$ cat src/rtl/uart_tx_serializer.sv
// Bit-level UART transmitter: 8N1 by default, LSB first, one-cycle done pulse.
// Define UART_TX_PARITY_EN to insert an even-parity bit between data and stop.
module uart_tx_serializer #(
    parameter int CLKS_PER_BIT = 1042,
    parameter int DATA_BITS    = 8
) (
    input  logic                 clk_i,
    input  logic                 rst_n_i,
    input  logic                 tx_start_i,
    input  logic [DATA_BITS-1:0] data_i,
    output logic                 tx_o,
    output logic                 busy_o,
    output logic                 tx_done_o
);

    localparam int CNT_W = $clog2(CLKS_PER_BIT);
    localparam int IDX_W = $clog2(DATA_BITS);
    localparam logic [CNT_W-1:0] CNT_MAX  = CNT_W'(CLKS_PER_BIT - 1);
    localparam logic [IDX_W-1:0] IDX_LAST = IDX_W'(DATA_BITS - 1);

`ifdef UART_TX_PARITY_EN
    typedef enum logic [2:0] {
        IDLE = 3'd0, START = 3'd1, DATA = 3'd2, PARITY = 3'd3, STOP = 3'd4
    } state_t;
`else
    typedef enum logic [2:0] {
        IDLE = 3'd0, START = 3'd1, DATA = 3'd2, STOP = 3'd4
    } state_t;
`endif

    state_t               state, state_next;
    logic [CNT_W-1:0]     cnt, cnt_next;
    logic [IDX_W-1:0]     idx, idx_next;
    logic [DATA_BITS-1:0] shift, shift_next;
    logic                 tx_next, busy_next, done_next;
    logic                 tick;
`ifdef UART_TX_PARITY_EN
    logic                 parity, parity_next;
`endif

    always_ff @(posedge clk_i or negedge rst_n_i) begin
        if (!rst_n_i) begin
            state     <= IDLE;
            cnt       <= '0;
            idx       <= '0;
            shift     <= '0;
            tx_o      <= 1'b1;
            busy_o    <= 1'b0;
            tx_done_o <= 1'b0;
`ifdef UART_TX_PARITY_EN
            parity    <= 1'b0;
`endif
        end else begin
            state     <= state_next;
            cnt       <= cnt_next;
            idx       <= idx_next;
            shift     <= shift_next;
            tx_o      <= tx_next;
            busy_o    <= busy_next;
            tx_done_o <= done_next;
`ifdef UART_TX_PARITY_EN
            parity    <= parity_next;
`endif
        end
    end

    assign tick = (cnt == CNT_MAX);

    always_comb begin
        state_next  = state;
        idx_next    = idx;
        shift_next  = shift;
        done_next   = 1'b0;
`ifdef UART_TX_PARITY_EN
        parity_next = parity;
`endif
        case (state)
            IDLE: begin
                if (tx_start_i) begin
                    state_next  = START;
                    shift_next  = data_i;
`ifdef UART_TX_PARITY_EN
                    parity_next = ^data_i;
`endif
                end
            end
            START: begin
                if (tick) begin
                    state_next = DATA;
                    idx_next   = '0;
                end
            end
            DATA: begin
                if (tick) begin
                    shift_next = shift >> 1;
                    idx_next   = idx + IDX_W'(1);
                    if (idx == IDX_LAST) begin
`ifdef UART_TX_PARITY_EN
                        state_next = PARITY;
`else
                        state_next = STOP;
`endif
                    end
                end
            end
`ifdef UART_TX_PARITY_EN
            PARITY: begin
                if (tick) state_next = STOP;
            end
`endif
            STOP: begin
                if (tick) begin
                    state_next = IDLE;
                    done_next  = 1'b1;
                end
            end
            default: state_next = IDLE;
        endcase

        // Counter restarts on every state entry so each bit lasts exactly CLKS_PER_BIT.
        if (tick || (state_next != state) || (state == IDLE)) cnt_next = '0;
        else cnt_next = cnt + CNT_W'(1);

        // Line level is derived from the next state so tx_o stays a pure register output.
        case (state_next)
            START:   tx_next = 1'b0;
            DATA:    tx_next = shift_next[0];
`ifdef UART_TX_PARITY_EN
            PARITY:  tx_next = parity_next;
`endif
            default: tx_next = 1'b1;
        endcase
        busy_next = (state_next != IDLE);
    end

endmodule
$ cat config.mk
export PLATFORM = sky130hd
export DESIGN_NAME = uart_tx_serializer
export DESIGN_NICKNAME = d
export VERILOG_FILES = /design/src/rtl/uart_tx_serializer.sv
export SDC_FILE = /design/constraint.sdc
export NUM_CORES = 1
export LEC_CHECK = 0
export ABC_AREA = 1
export ABC_CLOCK_PERIOD_IN_PS = 1500
export BUFFER_PORTS_ARGS = -buffer_cell sky130_fd_sc_hd__buf_4
export CAP_MARGIN = 20
export CORE_MARGIN = 2
export CORE_UTILIZATION = 40
export DETAILED_ROUTE_END_ITERATION = 8
export SYNTH_ARGS = -nofsm -noshare
export SYNTH_HDL_FRONTEND = slang
export SYNTH_SLANG_ARGS = --single-unit
$ cat constraint.sdc
create_clock -name clk_i -period 1.5 [get_ports clk_i]
set_input_delay 0.075 -clock clk_i [delete_from_list [all_inputs] [get_ports clk_i]]
set_output_delay 0.075 -clock clk_i [all_outputs]
set_load 0.05 [all_outputs]
After elaboration in Yosys (flattened, before gate mapping)
Index checks and enable logic that the tools add are counted.

RAM bits: 0. Memories kept: 0. Latch bits: 0. Output and inout port bits: 3. Bits in read-only memories: 0. Register bits: 28. Input bits: 11. Word-level logic and storage cells: 45.

Bitwise gates (word level): 0. Multipliers: 0. Shift-type cells: 0. Add/sub/neg operators: 2. Multiplexer cells: 16. Reduce and logical (&&, ||, !) cells: 8. Order comparisons: 0. Divide/modulo/power cells: 0. Equal/unequal tests: 11.

Operators with widths (count): 3-bit 2-to-1 mux (7); 8-bit 2-to-1 mux (2); 8-bit one-hot mux with 2 select lines (1); 3-bit one-hot mux with 4 select lines (1); 11-bit by 1-bit adder with 11-bit output, second input constant (1); 11-bit == test, second input constant (1); 11-bit 2-to-1 mux (1); 3-bit by 1-bit == test with 1-bit output, second input constant (2); 3-bit by 2-bit == test with 1-bit output, second input constant (2); 3-bit == test, second input constant (2); 2-bit != test, second input constant (3); 3-bit one-hot mux with 2 select lines (1); 3-bit AND reduction (2); 2-bit nonzero test (2); 3-bit by 1-bit adder with 3-bit output, second input constant (1); 3-bit zero test (1); 3-bit != test (1); 3-bit nonzero test (1); 1-bit logical OR (2); 1-bit 2-to-1 mux (2); 1-bit one-hot mux with 2 select lines (1).

Logic depth before layout (Yosys ltp)
Gate-level depths: netlist of run 1.

Depth after elaboration: 8. Depth in mapped cells: 12. Depth with buffers taken out: 11.

Least setup slack after synthesis of run 1
Ideal clock, no wire load.

Path type: register to register. Start: reg cnt[0]. End: reg cnt[0]. Path buffers: 1. Stages on the path, launching flop included: 12. Setup time: 0.069 ns. Arrival: 1.448 ns. Setup slack: -0.017 ns. Required time: 1.431 ns. Cells stage by stage: dfrtp_1 -> ha_1 -> nand2_1 -> clkinv_1 -> nand2_1 -> nor2_8 -> nand2_2 -> nand2_2 -> o21ai_1 -> nand2_2 -> buf_6 -> nor2_2.

Cells in the longest elaborated chain, start to end: 7. Elaborated cells on any way between the ends: 10. Classes of those cells: 1 x add/sub; 2 x eq/ne; 5 x mux; 2 x reduce/logical.

RTL lines: start: declaration (line 32) `logic [CNT_W-1:0] cnt, cnt_next;`; start signal: assignment (line 55) `cnt <= cnt_next;`; 11-bit == test (line 67) `assign tick = (cnt == CNT_MAX);`; 3-bit 2-to-1 mux (on tied branches) (line 112, 88, 94); 3-bit one-hot mux with 4 select lines (line 77) `case (state)`; 3-bit != test (line 121) `if (tick || (state_next != state) || (state == IDLE)) cnt_next = '0;`; 1-bit logical OR (2 in a row) (line 121); 11-bit 2-to-1 mux (*) (line 121); named net cnt_next[0] (line 32).

The timed path passes the listed nets; every way through them passes the cells marked *. A chain may end at the register's enable or synchronous reset.

Worst setup path after layout of run 1
Start: reg cnt[0]. End: reg cnt[10].

The elaborated chain is that of the path after synthesis.

==> results of run 1 <==
power by group:
part	switching, mW	internal, mW	total, mW
clock network	0.244	0.358	0.602
logic	0.329	0.284	0.612
registers	0.0775	0.883	0.960
worst max-delay path, cell delays in order (launching register included):
cell and delay (ns):
sky130_fd_sc_hd__dfrtp_1 0.40, sky130_fd_sc_hd__buf_4 0.17, sky130_fd_sc_hd__ha_4 0.16, sky130_fd_sc_hd__nand3_4 0.09
sky130_fd_sc_hd__nor3_4 0.25, sky130_fd_sc_hd__nand3_2 0.10, sky130_fd_sc_hd__xor2_1 0.15, sky130_fd_sc_hd__nor2_1 0.10
timing repair:
action,4_1_cts,5_1_grt
setup buffers,0,2
pin swaps,1,7
endpoints found under the hold margin,29,0
gates resized for setup,5,19
setup endpoints to repair,18,24
hold buffers,2,0
layout make-up:
class,count,area share (%)
clock buffers,3,2.10
clock inverters,1,1.53
inverters,18,3.56
multi-input cells,123,40.2
flip-flops and latches,28,35.7
well taps,48,3.05
repair buffers,32,13.9
metrics by stage:
step | setup slack, ns | std cells | hold slack (ns) | power, mW | util (%)
6_report | 0.0177 | 253 | -0.0106 | 2.17 | 54.6
2_1_floorplan | 0.0309 | 172 | -0.221 | 1.28 | -
3_3_place_gp | -0.0389 | 245 | 0.00902 | 1.46 | 48.6
4_1_cts | 0.00733 | 251 | 0.00391 | 2.09 | 51.7
3_5_place_dp | -0.0582 | 245 | 0.0158 | 1.48 | 48.6
5_1_grt | -0.0754 | 253 | 0.00889 | 2.31 | 54.6
state kept, by name, indices dropped and copies added, names as in the netlist:
register,flops
busy_o,1
cnt,11
idx,3
shift,8
state,3
tx_done_o,1
tx_o,1
final timing paths:
| check | start | endpoint | slack [ns] | cells past startpoint |
|---|---|---|---|---|
| max | cnt[0]$_DFF_PN0_ | cnt[10]$_DFF_PN0_ | 0.02 | 7 |
| min | data_i[4] | shift[4]$_DFFE_PN0P_ | -0.01 | 3 |
| max reg2reg | cnt[0]$_DFF_PN0_ | cnt[10]$_DFF_PN0_ | 0.02 | 7 |
| min reg2reg | shift[7]$_DFFE_PN0P_ | shift[7]$_DFFE_PN0P_ | 0.49 | 2 |
| max in group asynchronous | rst_n_i | tx_o$_DFF_PN1_ | 0.97 | 2 |
| min in group asynchronous | rst_n_i | tx_done_o$_DFF_PN0_ | 0.24 | 2 |
per-layer routing:
| layer | global-route usage, % | wire length [µm] | up-vias |
|---|---|---|---|
| met5 | 0 | 0 | - |
| met4 | 7.18 | 52 | 0 |
| met3 | 1.56 | 59 | 5 |
| met2 | 25.8 | 1460 | 14 |
| met1 | 22.3 | 1400 | 575 |
| li1 | - | - | 612 |
cells in the mapped netlist:
master,number
sky130_fd_sc_hd__nand3_4,1
sky130_fd_sc_hd__nor3_2,1
sky130_fd_sc_hd__nor2_2,10
sky130_fd_sc_hd__nand2_1,43
sky130_fd_sc_hd__buf_2,1
sky130_fd_sc_hd__nand3b_1,1
sky130_fd_sc_hd__inv_1,13
sky130_fd_sc_hd__dfstp_2,1
sky130_fd_sc_hd__xnor2_1,1
sky130_fd_sc_hd__nand2_2,3
sky130_fd_sc_hd__nor4_1,2
sky130_fd_sc_hd__o211ai_1,1
sky130_fd_sc_hd__nor2_4,1
sky130_fd_sc_hd__a21oi_2,1
sky130_fd_sc_hd__nor3_1,4
sky130_fd_sc_hd__clkinv_1,1
sky130_fd_sc_hd__nor3_4,1
sky130_fd_sc_hd__nor2_1,12
sky130_fd_sc_hd__a21oi_1,2
sky130_fd_sc_hd__buf_4,1
sky130_fd_sc_hd__nand3_1,23
sky130_fd_sc_hd__xor2_1,7
sky130_fd_sc_hd__dfrtp_1,27
sky130_fd_sc_hd__inv_2,4
sky130_fd_sc_hd__nor2_8,1
sky130_fd_sc_hd__ha_1,4
sky130_fd_sc_hd__o21ai_1,4
sky130_fd_sc_hd__buf_6,1
layout by cell type (no fill, tap or decap), types with 2 or more instances in the layout:
master and n:
sky130_fd_sc_hd__nand3_1 21, sky130_fd_sc_hd__dfrtp_1 27, sky130_fd_sc_hd__clkbuf_8 3, sky130_fd_sc_hd__buf_4 27, sky130_fd_sc_hd__o21ai_1 3, sky130_fd_sc_hd__inv_2 5, sky130_fd_sc_hd__nor3_4 3, sky130_fd_sc_hd__nor3_1 3
sky130_fd_sc_hd__ha_1 2, sky130_fd_sc_hd__buf_12 2, sky130_fd_sc_hd__nor2_2 13, sky130_fd_sc_hd__inv_1 12, sky130_fd_sc_hd__nand2_2 3, sky130_fd_sc_hd__nand2_1 41, sky130_fd_sc_hd__nand3_4 2, sky130_fd_sc_hd__ha_4 2
sky130_fd_sc_hd__dlygate4sd3_1 2, sky130_fd_sc_hd__nor4_1 2, sky130_fd_sc_hd__nor2_1 9, sky130_fd_sc_hd__xor2_1 7
cells by family (layout without fill, tap and decap cells):
family                     Yosys count  after routing
buffers and inverters               21             54
adders and majority gates            4              4
DFF                                 28             28
and+or+nand+nor                    103            103
AOI/OAI and AO/OA                    8              8
xor gates and xnor gates             8              8
==> run summary, run 1 <==
Status
- **run status** finished with violations
- **failing checks** negative hold slack

Place
- **standard cell area after detailed placement** 1750 µm²
- **Final Wtd Congestion** 0.849
- **IO buf count** 13
- **estimated wirelength of the detail-placed design** 2080 µm

Power and ir drop
- **IR drop worst, VDD** 0.431 mV
- **leakage power summed over all cells** 0.933 nW
- **Power Density** 1100 nW/µm²

Floorplan
- **number of cell rows** 22
- **Core Region** 3610 µm²
- **initial cell density of the core** 41.0%
- **horizontal extent of the die** 64.8 µm
- **Die Y** 64.8 µm
- **overall die area** 4200 µm²
- **number of top-level pins** 14

CTS
- **Reg clk slew, reported paths** 0.10 ns
- **number of buffers inserted during clock tree synthesis** 3
- **TritonCTS sink count** 28
- **Worst-Skew Late Latency** 0.28 ns
- **Clock H-tree levels** 1
- **maximum count of clock buffers along a single path** 2
- **clock root buffer master** sky130_fd_sc_hd__clkbuf_8
- **clock tree from TritonCTS** built

Setup path
- **critical path arrival** 1.70 ns
- **Setup CP Type** flip-flop to flip-flop
- **CP endpoint kind** flip-flop
- **Req. time, crit path** 1.71 ns
- **Max Fanout on Critical Path** 5
- **element type at the critical path start** flip-flop

Timing
- **final clock period utilization by the worst path** 98.8%
- **maximum clock frequency** 675 MHz
- **Setup violations, final** 0
- **actual transition at the worst max-transition pin** 0.333 ns
- **Period minus WS final** 1.48 ns
- **Slew HR** 77.6%
- **clk_skew** 0.00803 ns
- **total negative slack for setup checks** 0 ns
- **Final Slew Violations** 0
- **unrepaired setup endpoints after global routing** true
- **Final Hold Fails** 1
- **minimum hold slack** -0.0106 ns

Yosys
- **Avg Cell Area, Syn** 8.59 µm²
- **synthesis warning total** 0
- **fraction of synthesized area in multiplexers** 0%
- **dominant cells by area after synthesis** sky130_fd_sc_hd__dfrtp_1 46%, sky130_fd_sc_hd__nand2_1 11%, sky130_fd_sc_hd__nand3_1 7.8%
- **fraction of synthesized cell area taken by the top area cell type** 45.7%
- **area fraction in and, or, nand and nor cells after synthesis** 35.1%
- **fraction of the mapped netlist area in compound gates** 3.13%
- **post-synthesis sequential area ratio** 47.5%
- **number of distinct library cells after synthesis** 28
- **post-synth design cell area** 1480 µm²
- **#FFs+latches synth** 28
- **Yosys top cell by area** sky130_fd_sc_hd__dfrtp_1
- **fraction of the mapped netlist area in adder cells** 3.39%
- **combinational family with the most area after synthesis** simple AND/OR/NAND/NOR gates
- **Synth Net Count** 187
- **XOR/XNOR share of the synthesized area** 4.74%
- **number of instances in the synthesized netlist** 172

Finish
- **Area Growth Syn to Fin** 33.2%
- **Diodes inserted** 0
- **area of the multi-input gates** 791 µm²
- **layout cells sized above 1** 35.1%
- **count of filler cells inserted in the layout** 322
- **area taken by flip-flops and latches** 702 µm²
- **post-layout net count** 221
- **design area** 1970 µm²

GRT
- **maximum number of pins on one net before global-route repair** 29
- **wire length of the first global-routing pass** 5330 µm
- **grt total ovfl** 0
- **via count of the first global-routing pass** 1200
- **antenna violations before repair** 0
- **Tot GR Track Use** 16.2%

Drt
- **via count** 1206
- **Post-Route WL** 2970 µm
- **DRC Markers** 0
- **per-cell routed wire length** 11.8 µm
- **violation count after the first detailed-route iteration** 65
- **vias per cell** 4.77
- **number of antenna-violating nets in the routed design** 0
- **first-pass iteration count of the detailed router** 4

Run
- **number of max-cap violations** 0

Hold path
- **HP Class** primary input to flip-flop

Note: power is estimated with default switching activity, not from simulation.
==> inputs of run 2 (changes only) <==
--- a/config.mk
+++ b/config.mk
@@ -7,11 +7,11 @@
 export LEC_CHECK = 0
 export ABC_AREA = 1
 export ABC_CLOCK_PERIOD_IN_PS = 1500
-export BUFFER_PORTS_ARGS = -buffer_cell sky130_fd_sc_hd__buf_4
 export CAP_MARGIN = 20
 export CORE_MARGIN = 2
-export CORE_UTILIZATION = 40
+export CORE_UTILIZATION = 29
 export DETAILED_ROUTE_END_ITERATION = 8
+export DONT_BUFFER_PORTS = 1
 export SYNTH_ARGS = -nofsm -noshare
 export SYNTH_HDL_FRONTEND = slang
 export SYNTH_SLANG_ARGS = --single-unit
==> run summary, run 2 (synthesis gave the netlist of run 1 again) <==
Status
- **run status** complete, no violations

CTS
- **Reg clk slew, reported paths** 0.10 ns
- **clock tree from TritonCTS** built
- **Worst-Skew Late Latency** 0.27 ns
- **Clock H-tree levels** 1
- **number of buffers inserted during clock tree synthesis** 3
- **clock root buffer master** sky130_fd_sc_hd__clkbuf_8
- **maximum count of clock buffers along a single path** 2
- **TritonCTS sink count** 28

Drt
- **DRC Markers** 0
- **violation count after the first detailed-route iteration** 35
- **number of antenna-violating nets in the routed design** 0
- **first-pass iteration count of the detailed router** 4
- **Post-Route WL** 3000 µm
- **vias per cell** 4.50
- **per-cell routed wire length** 11.3 µm
- **via count** 1187

Timing
- **Slew HR** 69.4%
- **maximum clock frequency** 671 MHz
- **final clock period utilization by the worst path** 99.4%
- **Period minus WS final** 1.49 ns
- **Final Hold Fails** 0
- **actual transition at the worst max-transition pin** 0.455 ns
- **setup slack after layout** 0.00900 ns
- **unrepaired setup endpoints after global routing** true
- **Setup violations, final** 0
- **clk_skew** 0.00308 ns
- **Final Slew Violations** 0

Power and ir drop
- **leakage power summed over all cells** 0.871 nW
- **IR drop worst, VDD** 0.361 mV
- **Power Density** 1100 nW/µm²
- **Combinational Power Share** 23.6%
- **switching pwr** 0.607 mW
- **post-route total power** 2.08 mW
- **clock network fraction of total power** 29.2%
- **switching portion of total power** 29.2%
- **P_int** 1.47 mW
- **Sequential Power Share** 47.2%

Finish
- **layout cells sized above 1** 28.4%
- **most common cell after layout, fill and taps aside** sky130_fd_sc_hd__nand2_1
- **Diodes inserted** 0
- **Largest regs** cnt x11, shift x8
- **Area Growth Syn to Fin** 28.2%
- **design area** 1890 µm²
- **post-layout net count** 213
- **flip-flop count of the largest register after layout** 11
- **largest reg by FF count** cnt
- **most used cells in the layout excluding fill and tap cells** 41 x sky130_fd_sc_hd__nand2_1, 27 x sky130_fd_sc_hd__dfrtp_1, 20 x sky130_fd_sc_hd__nand3_1

Floorplan
- **Die Y** 75.4 µm
- **number of cell rows** 25
- **Core Region** 4820 µm²
- **number of top-level pins** 14
- **horizontal extent of the die** 75.4 µm
- **overall die area** 5680 µm²
- **initial cell density of the core** 30.7%

GRT
- **Tot GR Track Use** 11.9%
- **wire length of the first global-routing pass** 5230 µm
- **maximum number of pins on one net before global-route repair** 29
- **via count of the first global-routing pass** 1169
- **antenna violations before repair** 0
- **grt total ovfl** 0

Setup path
- **CP endpoint kind** flip-flop
- **Max Fanout on Critical Path** 5
- **cell seen most often among critical-path stages** sky130_fd_sc_hd__nand3_2
- **crit path launch** cnt[0]$_DFF_PN0_
- **highest cell delay on the worst timing path** 0.37 ns
- **element type at the critical path start** flip-flop
- **start of the worst register-to-register path** cnt[0]$_DFF_PN0_
- **cell-by-cell listing of the critical path** buf_4 -> ha_2 -> nand3_2 -> nor3_4 -> nand3_2 -> xor2_1 -> nor2_1
- **critical path arrival** 1.71 ns
- **Setup CP Type** flip-flop to flip-flop
- **crit path max-delay cell type** sky130_fd_sc_hd__dfrtp_1
- **Req. time, crit path** 1.71 ns

Place
- **Final Wtd Congestion** 0.754
- **IO buf count** 0
- **estimated wirelength of the detail-placed design** 2170 µm
- **pre-CTS WS** -0.0247 ns
- **standard cell area after detailed placement** 1660 µm²

Hold path
- **HP Class** primary input to flip-flop
- **hold path start** data_i[0]

Run
- **number of max-cap violations** 0

-- run 2: cell count changes in the layout (fill, tap and decap cells not counted), sizes merged --
| cell | before | now |
|---|---|---|
| dlygate4sd3 | 2 | 8 |
| clkinv | 0 | 1 |
| buf | 30 | 16 |
| inv | 18 | 17 |
-- run 2: worst paths after layout --
check / endpoint / slack, ns / cells after the start
setup / recovery: cnt[10]$_DFF_PN0_ / 0.009 / 7
hold / removal: shift[0]$_DFF_PN0_ / 0.06 / 4
setup reg to reg: cnt[10]$_DFF_PN0_ / 0.009 / 7
hold reg to reg: idx[1]$_DFFE_PN0P_ / 0.49 / 2
max in group asynchronous: tx_o$_DFF_PN1_ / 1.02 / 2
min in group asynchronous: shift[7]$_DFFE_PN0P_ / 0.24 / 2
-- run 2: metrics by stage --
step	TNS (ns)	utilization (%)	instances	hold slack (ns)
after floorplan	0	-	172	-0.221
after global placement	0	34.4	250	-0.220
after detailed placement	-0.165	34.4	250	-0.220
after CTS	0	38.4	263	0.0589
after global routing	-1.43	39.3	264	0.0591
final	0	39.3	264	0.0642
-- run 2: what timing repair did --
item,CTS,global route
setup endpoints to repair,12,21
pin swaps,4,2
gates cloned,0,0
hold buffers,9,0
resized for setup,6,9
endpoints found under the hold margin,35,0
setup buffers,0,1
-- run 2: power groups by stage --
stage               clock (mW)  combinational (mW)  sequential (mW)
finish                   0.606               0.490            0.980
global route             0.658               0.556            0.999
CTS                      0.623               0.482            0.980
detailed placement           0               0.436            0.992
global placement             0               0.431            0.987
floorplan                    0               0.281            0.999
-- run 2: final cells by class --
| cell class | instances | area, µm² |
|---|---|---|
| clock buffers | 3 | 41.3 |
| clock inverters | 1 | 30.0 |
| fillers | 508 | 2920 |
| inverters | 18 | 68.8 |
| multi-input cells | 123 | 739 |
| flip-flops and latches | 28 | 702 |
| well taps | 67 | 83.8 |
| repair buffers | 24 | 229 |
-- run 2: layer usage --
metal	vias to the layer above	GRT usage, %	part of all wire (%)
met5	-	0	0
met4	0	3.51	0.60
met3	2	1.85	2.8
met2	21	20.1	49
met1	567	15.7	47
li1	597	-	-
-- run 2: worst max-delay path, delay by kind of cell, from the launching register on --
kind	cells	cell delay, ns
flip-flops	1	0.37
buffers and inverters	1	0.14
AND/OR/NAND/NOR	4	0.57
XOR/XNOR	1	0.15
adder cells (fa/ha/maj)	1	0.20
